File: config.mk
export PLATFORM = sky130hd
export DESIGN_NAME = fll_bitclk_compare
export DESIGN_NICKNAME = d
export VERILOG_FILES = /design/src/rtl/fll_bitclk_compare.sv
export SDC_FILE = /design/constraint.sdc
export NUM_CORES = 1
export LEC_CHECK = 0
export CAP_MARGIN = 20
export CORE_UTILIZATION = 51
export CTS_BUF_LIST = sky130_fd_sc_hd__clkbuf_4 sky130_fd_sc_hd__clkbuf_8 sky130_fd_sc_hd__clkbuf_16
export CTS_CLUSTER_SIZE = 28
export DETAILED_ROUTE_END_ITERATION = 8
export GPL_TIMING_DRIVEN = 0
export PLACE_DENSITY_LB_ADDON = 0.3
export SETUP_SLACK_MARGIN = 0.2
export SYNTH_ARGS = -nofsm -noshare
export SYNTH_HDL_FRONTEND = slang
export SYNTH_SLANG_ARGS = --single-unit
File: constraint.sdc
create_clock -name WBs_CLK_i -period 3.1 [get_ports WBs_CLK_i]
set_input_delay 0.62 -clock WBs_CLK_i [delete_from_list [all_inputs] [get_ports WBs_CLK_i]]
set_output_delay 0.62 -clock WBs_CLK_i [all_outputs]
set_load 0.02 [all_outputs]
File: src/rtl/fll_bitclk_compare.sv
// Frequency comparator for the I2S FLL: counts master/local bit-clock edges over a window of
// master edges and flags when local leads or lags by more than a threshold.
module fll_bitclk_compare #(
  parameter logic [16:0]          MODULE_OFFSET = 17'h01000,
  parameter int unsigned          CNT_WIDTH     = 16,
  parameter logic [CNT_WIDTH-1:0] DEF_WINDOW    = CNT_WIDTH'(1024),
  parameter logic [7:0]           DEF_THRESH    = 8'd2
) (
  input  logic        WBs_CLK_i,
  input  logic        WBs_RST_i,
  input  logic [16:0] WBs_ADR_i,
  input  logic        WBs_CYC_i,
  input  logic [3:0]  WBs_BYTE_STB_i,
  input  logic        WBs_WE_i,
  input  logic        WBs_STB_i,
  input  logic [31:0] WBs_DAT_i,
  output logic [31:0] WBs_DAT_o,
  output logic        WBs_ACK_o,
  input  logic        bitclk_master,
  input  logic        bitclk_local,
  output logic        Interrupt_speedup,
  output logic        Interrupt_slowdown
);

  localparam logic [9:0] AddrCtrl   = 10'h000;
  localparam logic [9:0] AddrWindow = 10'h001;
  localparam logic [9:0] AddrStatus = 10'h002;
  localparam logic [9:0] AddrDiff   = 10'h003;
  localparam logic [9:0] AddrLocal  = 10'h004;

  typedef enum logic [1:0] {StIdle, StCount, StEval} state_e;

  state_e               state_q, state_d;
  logic [CNT_WIDTH-1:0] mcnt_q, mcnt_d, lcnt_q, lcnt_d, win_eff;
  logic [CNT_WIDTH-1:0] window_q, window_wr, local_q;
  logic [CNT_WIDTH:0]   diff_q;
  logic signed [CNT_WIDTH:0] diff_new, thr_s;
  logic [7:0]           thresh_q, thresh_wr;
  logic                 en_q, en_wr, speedup_q, slowdown_q, win_done_q;
  logic [2:0]           m_sync_q, l_sync_q, w1c;
  logic                 m_edge, l_edge, eval, set_speed, set_slow;
  logic                 req, wr, ack_q;
  logic [31:0]          dat_q, rdata;
  logic [9:0]           word;
  logic                 unused_in;

  assign unused_in = ^{WBs_ADR_i[1:0], WBs_DAT_i[31:16], WBs_BYTE_STB_i[3:2]};

  assign word = WBs_ADR_i[11:2];
  assign req  = (WBs_ADR_i[16:12] == MODULE_OFFSET[16:12]) & WBs_CYC_i & WBs_STB_i;
  assign wr   = req & WBs_WE_i & ack_q;

  // Pulse is high for one clock after the synchronised level rises.
  assign m_edge = m_sync_q[1] & ~m_sync_q[2];
  assign l_edge = l_sync_q[1] & ~l_sync_q[2];

  assign win_eff  = (window_q < CNT_WIDTH'(2)) ? CNT_WIDTH'(2) : window_q;
  assign diff_new = signed'({1'b0, lcnt_q}) - signed'({1'b0, mcnt_q});
  assign thr_s    = signed'((CNT_WIDTH+1)'(thresh_q));
  assign set_speed = eval && (diff_new < -thr_s);
  assign set_slow  = eval && (diff_new > thr_s);

  assign en_wr     = WBs_BYTE_STB_i[0] ? WBs_DAT_i[0] : en_q;
  assign thresh_wr = WBs_BYTE_STB_i[1] ? WBs_DAT_i[15:8] : thresh_q;
  assign w1c = (wr && word == AddrStatus && WBs_BYTE_STB_i[0]) ? WBs_DAT_i[2:0] : 3'b000;

  always_comb begin
    window_wr = window_q;
    for (int i = 0; i < CNT_WIDTH; i++) begin
      if (WBs_BYTE_STB_i[i/8]) window_wr[i] = WBs_DAT_i[i];
    end
  end

  always_comb begin
    state_d = state_q;
    mcnt_d  = mcnt_q;
    lcnt_d  = lcnt_q;
    eval    = 1'b0;
    unique case (state_q)
      StIdle: begin
        mcnt_d = '0;
        lcnt_d = '0;
        if (en_q) state_d = StCount;
      end
      StCount: begin
        if (m_edge) mcnt_d = mcnt_q + CNT_WIDTH'(1);
        if (l_edge && lcnt_q != '1) lcnt_d = lcnt_q + CNT_WIDTH'(1);
        if (mcnt_d == win_eff) state_d = StEval;
      end
      StEval: begin
        eval    = 1'b1;
        mcnt_d  = CNT_WIDTH'(m_edge);
        lcnt_d  = CNT_WIDTH'(l_edge);
        state_d = StCount;
      end
      default: state_d = StIdle;
    endcase
    // Disabling discards any partial window, whatever the state.
    if (!en_q) begin
      state_d = StIdle;
      mcnt_d  = '0;
      lcnt_d  = '0;
    end
  end

  always_comb begin
    rdata = 32'hBADFABAC;
    case (word)
      AddrCtrl:   rdata = {16'h0, thresh_q, 7'h0, en_q};
      AddrWindow: rdata = 32'(window_q);
      AddrStatus: rdata = {29'h0, win_done_q, slowdown_q, speedup_q};
      AddrDiff:   rdata = {{(31-CNT_WIDTH){diff_q[CNT_WIDTH]}}, diff_q};
      AddrLocal:  rdata = 32'(local_q);
      default:    rdata = 32'hBADFABAC;
    endcase
  end

  always_ff @(posedge WBs_CLK_i or negedge WBs_RST_i) begin
    if (!WBs_RST_i) begin
      state_q    <= StIdle;
      mcnt_q     <= '0;
      lcnt_q     <= '0;
      m_sync_q   <= '0;
      l_sync_q   <= '0;
      en_q       <= 1'b0;
      thresh_q   <= DEF_THRESH;
      window_q   <= DEF_WINDOW;
      speedup_q  <= 1'b0;
      slowdown_q <= 1'b0;
      win_done_q <= 1'b0;
      diff_q     <= '0;
      local_q    <= '0;
      ack_q      <= 1'b0;
      dat_q      <= '0;
    end else begin
      state_q  <= state_d;
      mcnt_q   <= mcnt_d;
      lcnt_q   <= lcnt_d;
      m_sync_q <= {m_sync_q[1:0], bitclk_master};
      l_sync_q <= {l_sync_q[1:0], bitclk_local};
      ack_q    <= req & ~ack_q;
      if (req && !ack_q) dat_q <= rdata;
      if (wr && word == AddrCtrl) begin
        en_q     <= en_wr;
        thresh_q <= thresh_wr;
      end
      if (wr && word == AddrWindow) window_q <= window_wr;
      // A set in the same cycle as a W1C wins.
      speedup_q  <= (speedup_q & ~w1c[0]) | set_speed;
      slowdown_q <= (slowdown_q & ~w1c[1]) | set_slow;
      win_done_q <= (win_done_q & ~w1c[2]) | eval;
      if (eval) begin
        diff_q  <= diff_new;
        local_q <= lcnt_q;
      end
    end
  end

  assign WBs_ACK_o          = ack_q;
  assign WBs_DAT_o          = dat_q;
  assign Interrupt_speedup  = speedup_q;
  assign Interrupt_slowdown = slowdown_q;

endmodule
# Word level (Yosys, flattened, before mapping)
# Cells that the tools add are included.
# word_totals
ram_bits	0
mem_count	0
inputBits	60
reg_bits	134
latchBits	0
mem_bits_ro	0
output_inout_bits	35
# classes
n_div	0
add_sub_neg	4
shift	0
order_cmp	3
n_mux	14
n_mul	0
bitwise_logic	19
n_reduce_logical	17
n_eq_ne	12
# ops
operator	n
32-bit one-hot mux with 5 select lines	1
16-bit 2-to-1 mux	6
16-bit one-hot mux with 3 select lines	2
16-bit by 1-bit adder with 16-bit output (second input constant)	2
10-bit by 2-bit == test with 1-bit output (second input constant)	2
17-bit by 9-bit > comparator with 1-bit output	1
17-bit less-than comparator	1
8-bit negator with 17-bit output	1
16-bit by 16-bit subtractor with 17-bit output	1
16-bit == test	1
16-bit by 2-bit less-than comparator with 1-bit output (second input constant)	1
16-bit != test (second input constant)	1
1-bit bitwise AND	10
10-bit by 1-bit == test with 1-bit output (second input constant)	1
10-bit by 3-bit == test with 1-bit output (second input constant)	1
10-bit logical NOT	1
2-bit AND reduction	5
1-bit logical AND	8
3-bit != test (second input constant)	2
1-bit NOT	6
5-bit by 1-bit == test with 1-bit output (second input constant)	1
2-bit 2-to-1 mux	2
4-bit by 1-bit != test with 1-bit output (second input constant)	1
2-bit one-hot mux with 2 select lines	1
other kinds (8)	10

# Longest topological paths before layout
# Gate-level depths: netlist of the first run.
# logic_depth
word_depth	11
mapped_depth	16
mapped_depth_nobuf	16

# Worst setup path before layout of the first run
# No wires, ideal clock.
# synth_path
kind	register to register
from	register lcnt_q[0]
to	register speedup_q, in the netlist Interrupt_speedup
path_slack_ps	-199
arrival_ps	3178
period_less_slack_ps	3299
stages_incl_launch_ff	17
setup_time_ps	122
cell_sequence	dfrtp_1 > inv_1 > ha_1 > inv_1 > fa_1 > a21o_1 > nor2b_1 > or3_1 > a21oi_1 > xnor2_1 > ha_1 > inv_1 > o21ai_0 > nor2_1 > a221oi_1 > o2111ai_1 > a32o_1
# synth_via
elab_chain_len	4
# synth_lines
item	line	text
from (decl)	34	logic [CNT_WIDTH-1:0] mcnt_q, mcnt_d, lcnt_q, lcnt_d, win_eff;
from (signal assigned)	138	lcnt_q <= lcnt_d;
16-bit by 16-bit subtractor with 17-bit output	58	assign diff_new = signed'({1'b0, lcnt_q}) - signed'({1'b0, mcnt_q});
via diff_new[8]	37	logic signed [CNT_WIDTH:0] diff_new, thr_s;
17-bit less-than comparator	60	assign set_speed = eval && (diff_new < -thr_s);
1-bit logical AND	60	
1-bit OR	149	speedup_q <= (speedup_q & ~w1c[0]) | set_speed;
to (signal assigned)	149	
to (decl)	39	logic en_q, en_wr, speedup_q, slowdown_q, win_done_q;
# The timed path passes the listed nets, and every way through them passes these cells.
# A chain may end at the register's enable or synchronous reset.

# Final worst setup path of the first run
# Ends and elaborated chain as after synthesis.

==> impl_metrics.json, run 1 <==
{
  "wl_mm": 22.6,
  "power_frac_comb_pct": 8.6,
  "p_leak_nw": 4.30,
  "endpoint_kind": "flip-flop",
  "skew_ns": 0.00793,
  "die_h_microns": 123,
  "fin_util_pct": 69.0,
  "critPathMaxFanout": 3,
  "drive_gt1_share_pct": 21.2,
  "synth_area_sq_um": 7480,
  "cts.sinks": 120,
  "setup-violations-final": 1,
  "antenna_cells": 0,
  "fp-row-count": 43,
  "clkLatencyLatePin_ns": 0.43,
  "track_usage_pct": 30.7,
  "setup_ws_ns": -0.252,
  "grt_max_degree": 69,
  "max_cap_violations": 0,
  "synth_top_area_share_pct": 39.5,
  "ir_drop_mv": 0.385,
  "start_util_pct": 53.1,
  "clockPowerShare_pct": 50.3,
  "intPower_mw": 3.02,
  "grt.overflow.total": 0,
  "violations": "negative setup slack",
  "nFillCells": 1066,
  "setup_tns_ns": -0.252,
  "cts_tree": "done",
  "vias_per_cell": 6.15,
  "synthesis.yosys.warnings": 0,
  "clk_pin_slew_ns": 0.06,
  "grt_pass1_wl_mm": 34.4,
  "tightest_slew_ns": 1.00,
  "relSlewSlack_pct": 33.0,
  "pwr-share-seq_pct": 41.2,
  "finalHoldViolCount": 0,
  "dp_hpwl_mm": 15.7,
  "numCtsBuffers": 17,
  "regToRegSetupSlack_ns": -0.25,
  "rsz0062_at_grt": "true",
  "path_class": "flip-flop to flip-flop",
  "startpoint_type": "flip-flop",
  "die_x_microns": 123,
  "root_buffer": "clkbuf_16",
  "p_sw_share_pct": 23.4,
  "timing.fmax_mhz": 298,
  "ys_seq_elements": 120,
  "syn-instance-count": 779,
  "ys_seq_area_share_pct": 40.2,
  "seq_area_sq_um": 3020,
  "syn_avg_cell_area_sq_um": 9.61,
  "async_reset_ff_share_pct": 100,
  "die_area_sq_um": 15200,
  "gp_congestion": 0.930,
  "multiInputGateArea_sq_um": 4490,
  "place_ws_ns": -0.495,
  "rr_worst_depth": 16,
  "reg2reg_to": "Interrupt_speedup",
  "synthDistinctLibCells": 77,
  "pwr_density_cell_nw_per_um2": 405,
  "port_buffers": 74,
  "worst_ep_arrival_time_ns": 3.67,
  "drt_pass1_iterations": 5,
  "grt_pass1_vias": 6298,
  "ant_nets": 0,
  "synth_nets": 887,
  "core-area_sq_um": 14100,
  "yosys-top-cells-area": "dfrtp_1 (39%), ha_1 (7.9%), mux2_2 (4.5%)",
  "cts-htree-levels": 4,
  "power_switching_uw": 920,
  "area_growth_pct": 30.0,
  "cp.required_ns": 3.41,
  "min_path_type": "primary input to async pin",
  "r2r_start": "lcnt_q[0]",
  "nNetsFinal": 1009,
  "antenna_found_initial": 0,
  "vias": 6733,
  "io_pins": 95,
  "outcome": "finished with violations",
  "cts_buffer_depth": 2,
  "period_minus_slack_ns": 3.35,
  "drt_iter0_drc": 686,
  "routedWlPerCell_microns": 20.6,
  "synth_edf_count": 0,
  "synth-main-ff-cell": "dfrtp_1",
  "drcViolationCount": 0,
  "finalMaxSlewViolations": 0,
  "cts_hold_buf": 0,
  "yosysTopAreaCell": "dfrtp_1",
  "final.period_utilization_pct": 108
}
[cell usage in the layout, fill, tap and decap left out, types with 7 or more instances in the layout]
cell type / n
mux2_2: 30
a31oi_1: 8
a21o_1: 9
clkdlybuf4s50_1: 73
nor3_1: 12
buf_4: 40
nor2_1: 56
clkbuf_2: 8
o21ai_1: 15
a21oi_2: 8
a22oi_1: 7
xnor2_1: 23
clkbuf_1: 18
and3_1: 11
inv_1: 41
a221oi_1: 10
a21oi_1: 38
o21ai_0: 32
or3_1: 7
mux2_1: 15
dfrtp_1: 110
nand3_1: 30
xor2_1: 15
nand2_1: 38
nor4_1: 8
clkbuf_16: 17
dfrtp_2: 8
ha_4: 9
nand4_1: 17
ha_1: 36
[per-stage QoR]
step,instances,hold WS (ns),instance area [sq um],power (mW)
detailed placement,1034,0.336,8490,1.99
finish,1094,0.150,9730,3.94
CTS,1078,0.172,9460,3.95
global route,1094,0.189,9730,4.03
floorplan,779,0.324,7500,1.78
global placement,1033,0.332,8460,1.98
[worst max-delay path by stage]
stage,from,endpoint,slack (ns),cells past startpoint
6_report,lcnt_q[0],Interrupt_speedup,-0.25,16
5_1_grt,mcnt_q[9],Interrupt_speedup,-0.38,15
4_1_cts,lcnt_q[0],Interrupt_speedup,-0.26,16
3_5_place_dp,lcnt_q[0],Interrupt_speedup,-0.49,16
3_3_place_gp,WBs_RST_i,thresh_q[7],-3.28,1
2_1_floorplan,lcnt_q[0],Interrupt_speedup,-0.07,16
[per-layer routing]
layer	track usage, %	routed length [microns]	up-vias
met3	6.60	1830	62
met5	0	0	-
met1	42.5	9570	3244
met2	47.1	10400	328
li1	-	-	3099
met4	11.5	746	0
[what timing repair did]
item,4_1_cts,5_1_grt
setup endpoints to repair,9,9
pin swaps,19,24
buffers inserted,12,15
resized for setup,53,37
[sequential cells by signal, summed over array words and instances, names as in the netlist]
register / count
mcnt_q: 16
WBs_DAT_o: 18
local_q: 16
en_q: 1
win_done_q: 1
WBs_ACK_o: 1
l_sync_q: 3
window_q: 16
diff_q: 17
m_sync_q: 3
Interrupt_slowdown: 1
state_q: 2
thresh_q: 8
Interrupt_speedup: 1
lcnt_q: 16
[worst max-delay path, stage by stage (launching register included)]
cell       delay (ns)
dfrtp_2          0.41
inv_2            0.07
ha_4             0.13
inv_1            0.05
fa_2             0.35
a21o_4           0.24
nor2b_1          0.17
or3_4            0.37
a21oi_4          0.19
xnor2_4          0.12
ha_4             0.28
inv_1            0.04
o21ai_2          0.12
nor2_1           0.06
a221oi_2         0.24
o2111ai_1        0.15
a32o_1           0.27
[synth_stat cells (all sizes together), types with 10 or more instances]
cell type  instances
dfrtp            118
nor2              58
o21ai             50
a21oi             48
ha                47
inv               45
mux2              45
nand2             39
nand3             34
xnor2             30
clkbuf            26
buf               21
nand4             18
xor2              17
nor3              14
a221oi            13
and3              12
nor4              12
a21o              10
a31oi             10
[logic make-up (layout without fill, tap and decap cells)]
logic type,after synthesis,in the layout,synth area share (%)
xor gates and xnor gates,47,47,5.60
and+or+nand+nor,232,232,16.3
buffers and inverters,92,227,5.47
adders and majority gates,48,48,8.12
AOI/OAI and AO/OA,191,191,17.1
DFF,120,120,40.2
muxes,49,49,7.31
[power groups by stage]
stage               clock [mW]  sequential [mW]  combinational [mW]
floorplan                    0             1.68               0.105
finish                    1.98             1.62               0.338
CTS                       1.98             1.62               0.342
global route              2.05             1.62               0.361
detailed placement           0             1.65               0.339
global placement             0             1.65               0.332
[cell type report]
| cell class | count | share of cell area (%) |
|---|---|---|
| repair buffers | 103 | 10.1 |
| flip-flops and latches | 120 | 31.0 |
| plain buffers | 47 | 2.64 |
| clock inverters | 11 | 1.29 |
| inverters | 45 | 1.74 |
| well taps | 180 | 2.31 |
| multi-input cells | 567 | 46.2 |
| clock buffers | 21 | 4.81 |
(Power assumes the default switching activity.)
==> run 2: changes to the inputs <==
--- a/config.mk
+++ b/config.mk
@@ -10,6 +10,7 @@
 export CTS_BUF_LIST = sky130_fd_sc_hd__clkbuf_4 sky130_fd_sc_hd__clkbuf_8 sky130_fd_sc_hd__clkbuf_16
 export CTS_CLUSTER_SIZE = 28
 export DETAILED_ROUTE_END_ITERATION = 8
+export GPL_ROUTABILITY_DRIVEN = 0
 export GPL_TIMING_DRIVEN = 0
 export PLACE_DENSITY_LB_ADDON = 0.3
 export SETUP_SLACK_MARGIN = 0.2
==> run 2 against run 1 <==
- the run still ends with negative setup slack left
- highest routed layer unchanged
- first-iteration DRC count is 18% higher
- hold slack worse by 0.062 ns
- utilization is 1.5 points lower
- register-to-register slack worse by 0.03 ns
- cell area is 2.1% lower
==> impl_metrics.json, run 2 (synthesis results as in run 1) <==
{
  "wl_mm": 22.5,
  "grt_pass1_vias": 6391,
  "final_common_cell": "dfrtp_1",
  "fp-row-count": 43,
  "setup-violations-final": 2,
  "fin_area_sq_um": 9520,
  "area_growth_pct": 27.2,
  "pwr-share-seq_pct": 41.2,
  "slowest_delay_ns": 0.41,
  "numCtsBuffers": 17,
  "cts.sinks": 120,
  "layout_common_cells": "dfrtp_1 (114), clkdlybuf4s50_1 (73), nor2_1 (56)",
  "pwr_density_cell_nw_per_um2": 414,
  "use_met3_pct": 6.73,
  "routedWlPerCell_microns": 20.8,
  "busiest_layer": "met2",
  "cts_tree": "done",
  "grt.overflow.total": 0,
  "critPathMaxFanout": 3,
  "p_leak_nw": 4.25,
  "worst_ep_arrival_time_ns": 3.70,
  "clk_pin_slew_ns": 0.06,
  "port_buffers": 74,
  "core-area_sq_um": 14100,
  "antenna_cells": 0,
  "cp_slowest_cell": "dfrtp_2",
  "finalHoldViolCount": 0,
  "setup_tns_ns": -0.285,
  "cts_hold_buf": 0,
  "p_sw_share_pct": 23.1,
  "track_usage_pct": 30.8,
  "antenna_found_initial": 0,
  "drt_pass1_iterations": 6,
  "setup_ws_ns": -0.281,
  "die_h_microns": 123,
  "tightest_slew_ns": 0.681,
  "ant_nets": 0,
  "startpoint_type": "flip-flop",
  "ir_drop_mv": 0.382,
  "cp.required_ns": 3.42,
  "final.period_utilization_pct": 109,
  "grt_pass1_wl_mm": 34.7,
  "path_class": "flip-flop to flip-flop",
  "stdcell_count": 1081,
  "fin_util_pct": 67.6,
  "io_pins": 95,
  "die_area_sq_um": 15200,
  "min_path_type": "primary input to async pin",
  "dp_cells": 1034,
  "cts_buffer_depth": 2,
  "violations": "negative setup slack",
  "relSlewSlack_pct": 54.3,
  "outcome": "finished with violations",
  "use_met1_pct": 42.7,
  "max_cap_violations": 0,
  "power_switching_uw": 910,
  "power_frac_comb_pct": 8.6,
  "root_buffer": "clkbuf_16",
  "dp_hpwl_mm": 15.9,
  "grt_max_degree": 87,
  "gr-usage-met2_pct": 46.4,
  "vias": 6771,
  "skew_ns": 0.00641,
  "clkLatencyLatePin_ns": 0.43,
  "largest_register_ffs": 18,
  "crit_chain": "inv_2 -> ha_4 -> inv_2 -> fa_2 -> a21o_1 -> a221oi_2 -> o211ai_1 -> a21oi_2 -> xnor2_2 -> ha_2 -> nor3_2 -> o21ai_2 -> nor2_1 -> a221oi_2 -> o2111ai_1 -> a32o_1",
  "placed_area_sq_um": 8490,
  "drcViolationCount": 0,
  "nNetsFinal": 996,
  "period_minus_slack_ns": 3.38,
  "endpoint_kind": "flip-flop",
  "intPower_mw": 3.03,
  "drt_iter0_drc": 812,
  "finalMaxSlewViolations": 0,
  "nFillCells": 1064,
  "rsz0062_at_grt": "true",
  "drive_gt1_share_pct": 19.6,
  "clockPowerShare_pct": 50.3,
  "timing.fmax_mhz": 296,
  "power_mw": 3.94,
  "cts-htree-levels": 4,
  "start_util_pct": 53.1,
  "die_x_microns": 123,
  "vias_per_cell": 6.26
}
## run 2: cell count changes in the layout (fill, tap and decap cells not counted), sizes merged
cell	change
clkinvlp	-1
buf	-12
## run 2: critical path, delay by kind of cell, from the launching register on
kind	cells	cell delay, ns
AO/OA/AOI/OAI	8	1.69
XOR/XNOR	1	0.19
adder cells (fa/ha/maj)	3	0.76
buffers and inverters	2	0.12
flip-flops	1	0.41
AND/OR/NAND/NOR	2	0.11
## run 2: path summary, 6_finish.rpt
check                      slack [ns]        start  cells past startpoint           endpoint
setup reg to reg                -0.28    lcnt_q[0]                     16  Interrupt_speedup
setup / recovery                -0.28    lcnt_q[0]                     16  Interrupt_speedup
min in group WBs_CLK_i           0.35  l_sync_q[0]                      0        l_sync_q[1]
hold / removal                   0.09    WBs_RST_i                      1        m_sync_q[0]
hold reg to reg                  0.35  l_sync_q[0]                      0        l_sync_q[1]
max in group asynchronous        2.25    WBs_RST_i                      2        thresh_q[1]
## run 2: per-stage QoR
stage | hold WS [ns] | worst slack (ns)
2_1_floorplan | 0.324 | -0.0719
3_3_place_gp | 0.332 | -3.32
3_5_place_dp | 0.336 | -0.452
4_1_cts | 0.0916 | -0.244
5_1_grt | 0.101 | -0.460
6_report | 0.0878 | -0.281
## run 2: layer usage
layer  vias up  share of wire (%)
li1       3060                  -
met1      3305                 43
met2       347                 45
met3        59                7.9
met4         0                3.8
met5         -                  0
## run 2: cell type report
type | instances | area, sq um | share of cell area [%]
sequential | 120 | 3010 | 31.6
timing repair buffer | 90 | 887 | 9.32
clock buffer | 22 | 475 | 4.99
tap | 180 | 225 | 2.36
inverter | 45 | 171 | 1.80
clock inverter | 10 | 121 | 1.27
buffer | 47 | 251 | 2.64
multi-input combinational | 567 | 4380 | 46.0
## run 2: timing repair
action / 4_1_cts / 5_1_grt
pin swaps: 5 / 15
setup endpoints to repair: 9 / 21
gates resized for setup: 24 / 59
setup buffers: 4 / 10
## run 2: power by group through the flow
| stage | logic [mW] | clock network [mW] | registers [mW] |
|---|---|---|---|
| after global placement | 0.332 | 0 | 1.65 |
| after global routing | 0.362 | 2.07 | 1.63 |
| final | 0.338 | 1.98 | 1.62 |
| after CTS | 0.340 | 1.99 | 1.62 |
| after detailed placement | 0.339 | 0 | 1.65 |
| after floorplan | 0.105 | 0 | 1.68 |
==> run 3: changes to the inputs <==
--- a/config.mk
+++ b/config.mk
@@ -6,7 +6,7 @@
 export NUM_CORES = 1
 export LEC_CHECK = 0
 export CAP_MARGIN = 20
-export CORE_UTILIZATION = 51
+export CORE_UTILIZATION = 56
 export CTS_BUF_LIST = sky130_fd_sc_hd__clkbuf_4 sky130_fd_sc_hd__clkbuf_8 sky130_fd_sc_hd__clkbuf_16
 export CTS_CLUSTER_SIZE = 28
 export DETAILED_ROUTE_END_ITERATION = 8
==> constraint.sdc (replaced) <==
create_clock -name WBs_CLK_i -period 3.85 [get_ports WBs_CLK_i]
set_input_delay 0.77 -clock WBs_CLK_i [delete_from_list [all_inputs] [get_ports WBs_CLK_i]]
set_output_delay 0.77 -clock WBs_CLK_i [all_outputs]
set_load 0.01 [all_outputs]
==> run 3 against run 2 <==
- cell area decreased by 3.9%
- via count increased by 0.30%
- count of clock-buffer cells in the layout decreased by 1
- die area decreased by 8.8%
- the run now ends clean
- hold slack improved by 0.22 ns
- routed wire length decreased by 1.7%
- fmax decreased by 3.9%
==> impl_metrics.json, run 3 (synthesis results as in run 1) <==
{
  "pwr_density_cell_nw_per_um2": 342,
  "cp_num_buf_inv": 3,
  "worst_ep_arrival_time_ns": 3.83,
  "cp_common_cell": "inv_1",
  "startpoint_type": "flip-flop",
  "power_switching_uw": 699,
  "min_path_type": "primary input to async pin",
  "drcViolationCount": 0,
  "drt_iter0_drc": 782,
  "grt.overflow.total": 0,
  "max_cap_violations": 0,
  "fin_area_sq_um": 9150,
  "final_common_cell": "dfrtp_1",
  "stdcell_count": 1062,
  "fp-row-count": 41,
  "placed_area_sq_um": 8470,
  "die_x_microns": 118,
  "io_pins": 95,
  "pwr-share-seq_pct": 41.8,
  "cts_hold_buf": 0,
  "relSlewSlack_pct": 18.7,
  "vias_per_cell": 6.39,
  "layout_common_cells": "dfrtp_1 (116), clkdlybuf4s50_1 (73), nor2_1 (57)",
  "p_sw_share_pct": 22.4,
  "slowest_delay_ns": 0.42,
  "timing.fmax_mhz": 284,
  "power_mw": 3.13,
  "grt_pass1_vias": 6639,
  "path_class": "flip-flop to flip-flop",
  "outcome": "completed",
  "tightest_slew_ns": 1.21,
  "antenna_found_initial": 0,
  "drt_pass1_iterations": 5,
  "grt_pass1_wl_mm": 35.0,
  "dp_cells": 1026,
  "power_frac_comb_pct": 7.6,
  "numCtsBuffers": 17,
  "rsz0062_at_grt": "false",
  "wl_mm": 22.1,
  "die_h_microns": 118,
  "routedWlPerCell_microns": 20.8,
  "finalHoldViolCount": 0,
  "p_leak_nw": 4.08,
  "die_area_sq_um": 13800,
  "area_growth_pct": 22.3,
  "cts-htree-levels": 4,
  "start_util_pct": 58.4,
  "final.period_utilization_pct": 91.4,
  "clockPowerShare_pct": 50.6,
  "track_usage_pct": 32.6,
  "drive_gt1_share_pct": 12.9,
  "crit_family": "compound AO/OA/AOI/OAI gates",
  "core-area_sq_um": 12800,
  "setup-violations-final": 0,
  "grt_max_degree": 65,
  "antenna_cells": 0,
  "setup_tns_ns": 0,
  "fin_util_pct": 71.4,
  "nNetsFinal": 985,
  "port_buffers": 74,
  "dp_hpwl_mm": 16.3,
  "cp_slowest_cell": "dfrtp_2",
  "crit_chain": "inv_1 -> ha_1 -> inv_1 -> fa_2 -> a21o_1 -> nor2b_1 -> or3_4 -> a21oi_4 -> xnor2_2 -> ha_1 -> inv_1 -> o21ai_2 -> nor2_1 -> a221oi_2 -> o2111ai_1 -> a32o_1",
  "finalMaxSlewViolations": 0,
  "vias": 6791,
  "clk_pin_slew_ns": 0.06,
  "intPower_mw": 2.43,
  "largest_register_ffs": 18,
  "endpoint_kind": "flip-flop",
  "period_minus_slack_ns": 3.52,
  "ant_nets": 0,
  "critPathMaxFanout": 4,
  "ir_drop_mv": 0.337,
  "cts.sinks": 120,
  "root_buffer": "clkbuf_16",
  "cp.required_ns": 4.16,
  "clkLatencyLatePin_ns": 0.42,
  "skew_ns": 0.0126,
  "cts_tree": "done",
  "cts_buffer_depth": 2
}
[run 3: changes by cell type in the layout (fill, tap and decap cells not counted), sizes merged]
cell / change
clkinvlp: +2
clkinv: -1
buf: -12
[run 3: final cells by class]
class	count	area, sq um
plain buffers	47	241
clock inverters	11	124
fillers	926	3670
flip-flops and latches	120	3010
clock buffers	21	468
well taps	172	215
inverters	45	169
multi-input cells	567	4130
repair buffers	79	800
[run 3: worst paths after layout]
check	startpoint	endpoint	slack, ns	cells past startpoint
worst max register to register	lcnt_q[0]	Interrupt_speedup	0.33	16
max in group asynchronous	WBs_RST_i	thresh_q[1]	2.80	2
min in group WBs_CLK_i	m_sync_q[0]	m_sync_q[1]	0.34	0
worst min-delay path	WBs_RST_i	state_q[0]	0.31	1
worst max-delay path	lcnt_q[0]	Interrupt_speedup	0.33	16
worst min register to register	m_sync_q[0]	m_sync_q[1]	0.34	0
[run 3: per-stage QoR]
stage / hold slack (ns) / setup slack, ns
after floorplan: 0.331 / 0.551
after global placement: 0.334 / -2.42
after detailed placement: 0.338 / 0.0528
after CTS: 0.328 / 0.215
after global routing: 0.357 / 0.184
final: 0.310 / 0.330
[run 3: metal layers]
metal,vias to the layer above,track usage [%],share of wire (%)
li1,3048,-,-
met1,3269,41.8,41
met2,381,51.3,46
met3,93,7.36,8.2
met4,0,17.5,5.2
met5,-,0,0
[run 3: worst reg2reg max path: stages, from the launching register on]
cell and delay, ns:
dfrtp_2 0.42, inv_1 0.09, ha_1 0.16, inv_1 0.05, fa_2 0.35, a21o_1 0.23
nor2b_1 0.18, or3_4 0.38, a21oi_4 0.17, xnor2_2 0.12, ha_1 0.31, inv_1 0.05
o21ai_2 0.15, nor2_1 0.07, a221oi_2 0.26, o2111ai_1 0.15, a32o_1 0.27
[run 3: repair_timing]
item                       CTS  global route
gates resized for setup      6            11
pin swaps                    0             4
setup buffers                0             4
setup endpoints to repair    1             2
[run 3: power groups by stage]
stage	logic, mW	clock network [mW]	registers (mW)
2_1_floorplan	0.0661	0	1.33
3_3_place_gp	0.231	0	1.33
3_5_place_dp	0.239	0	1.33
4_1_cts	0.241	1.58	1.31
5_1_grt	0.254	1.64	1.31
6_report	0.238	1.58	1.31
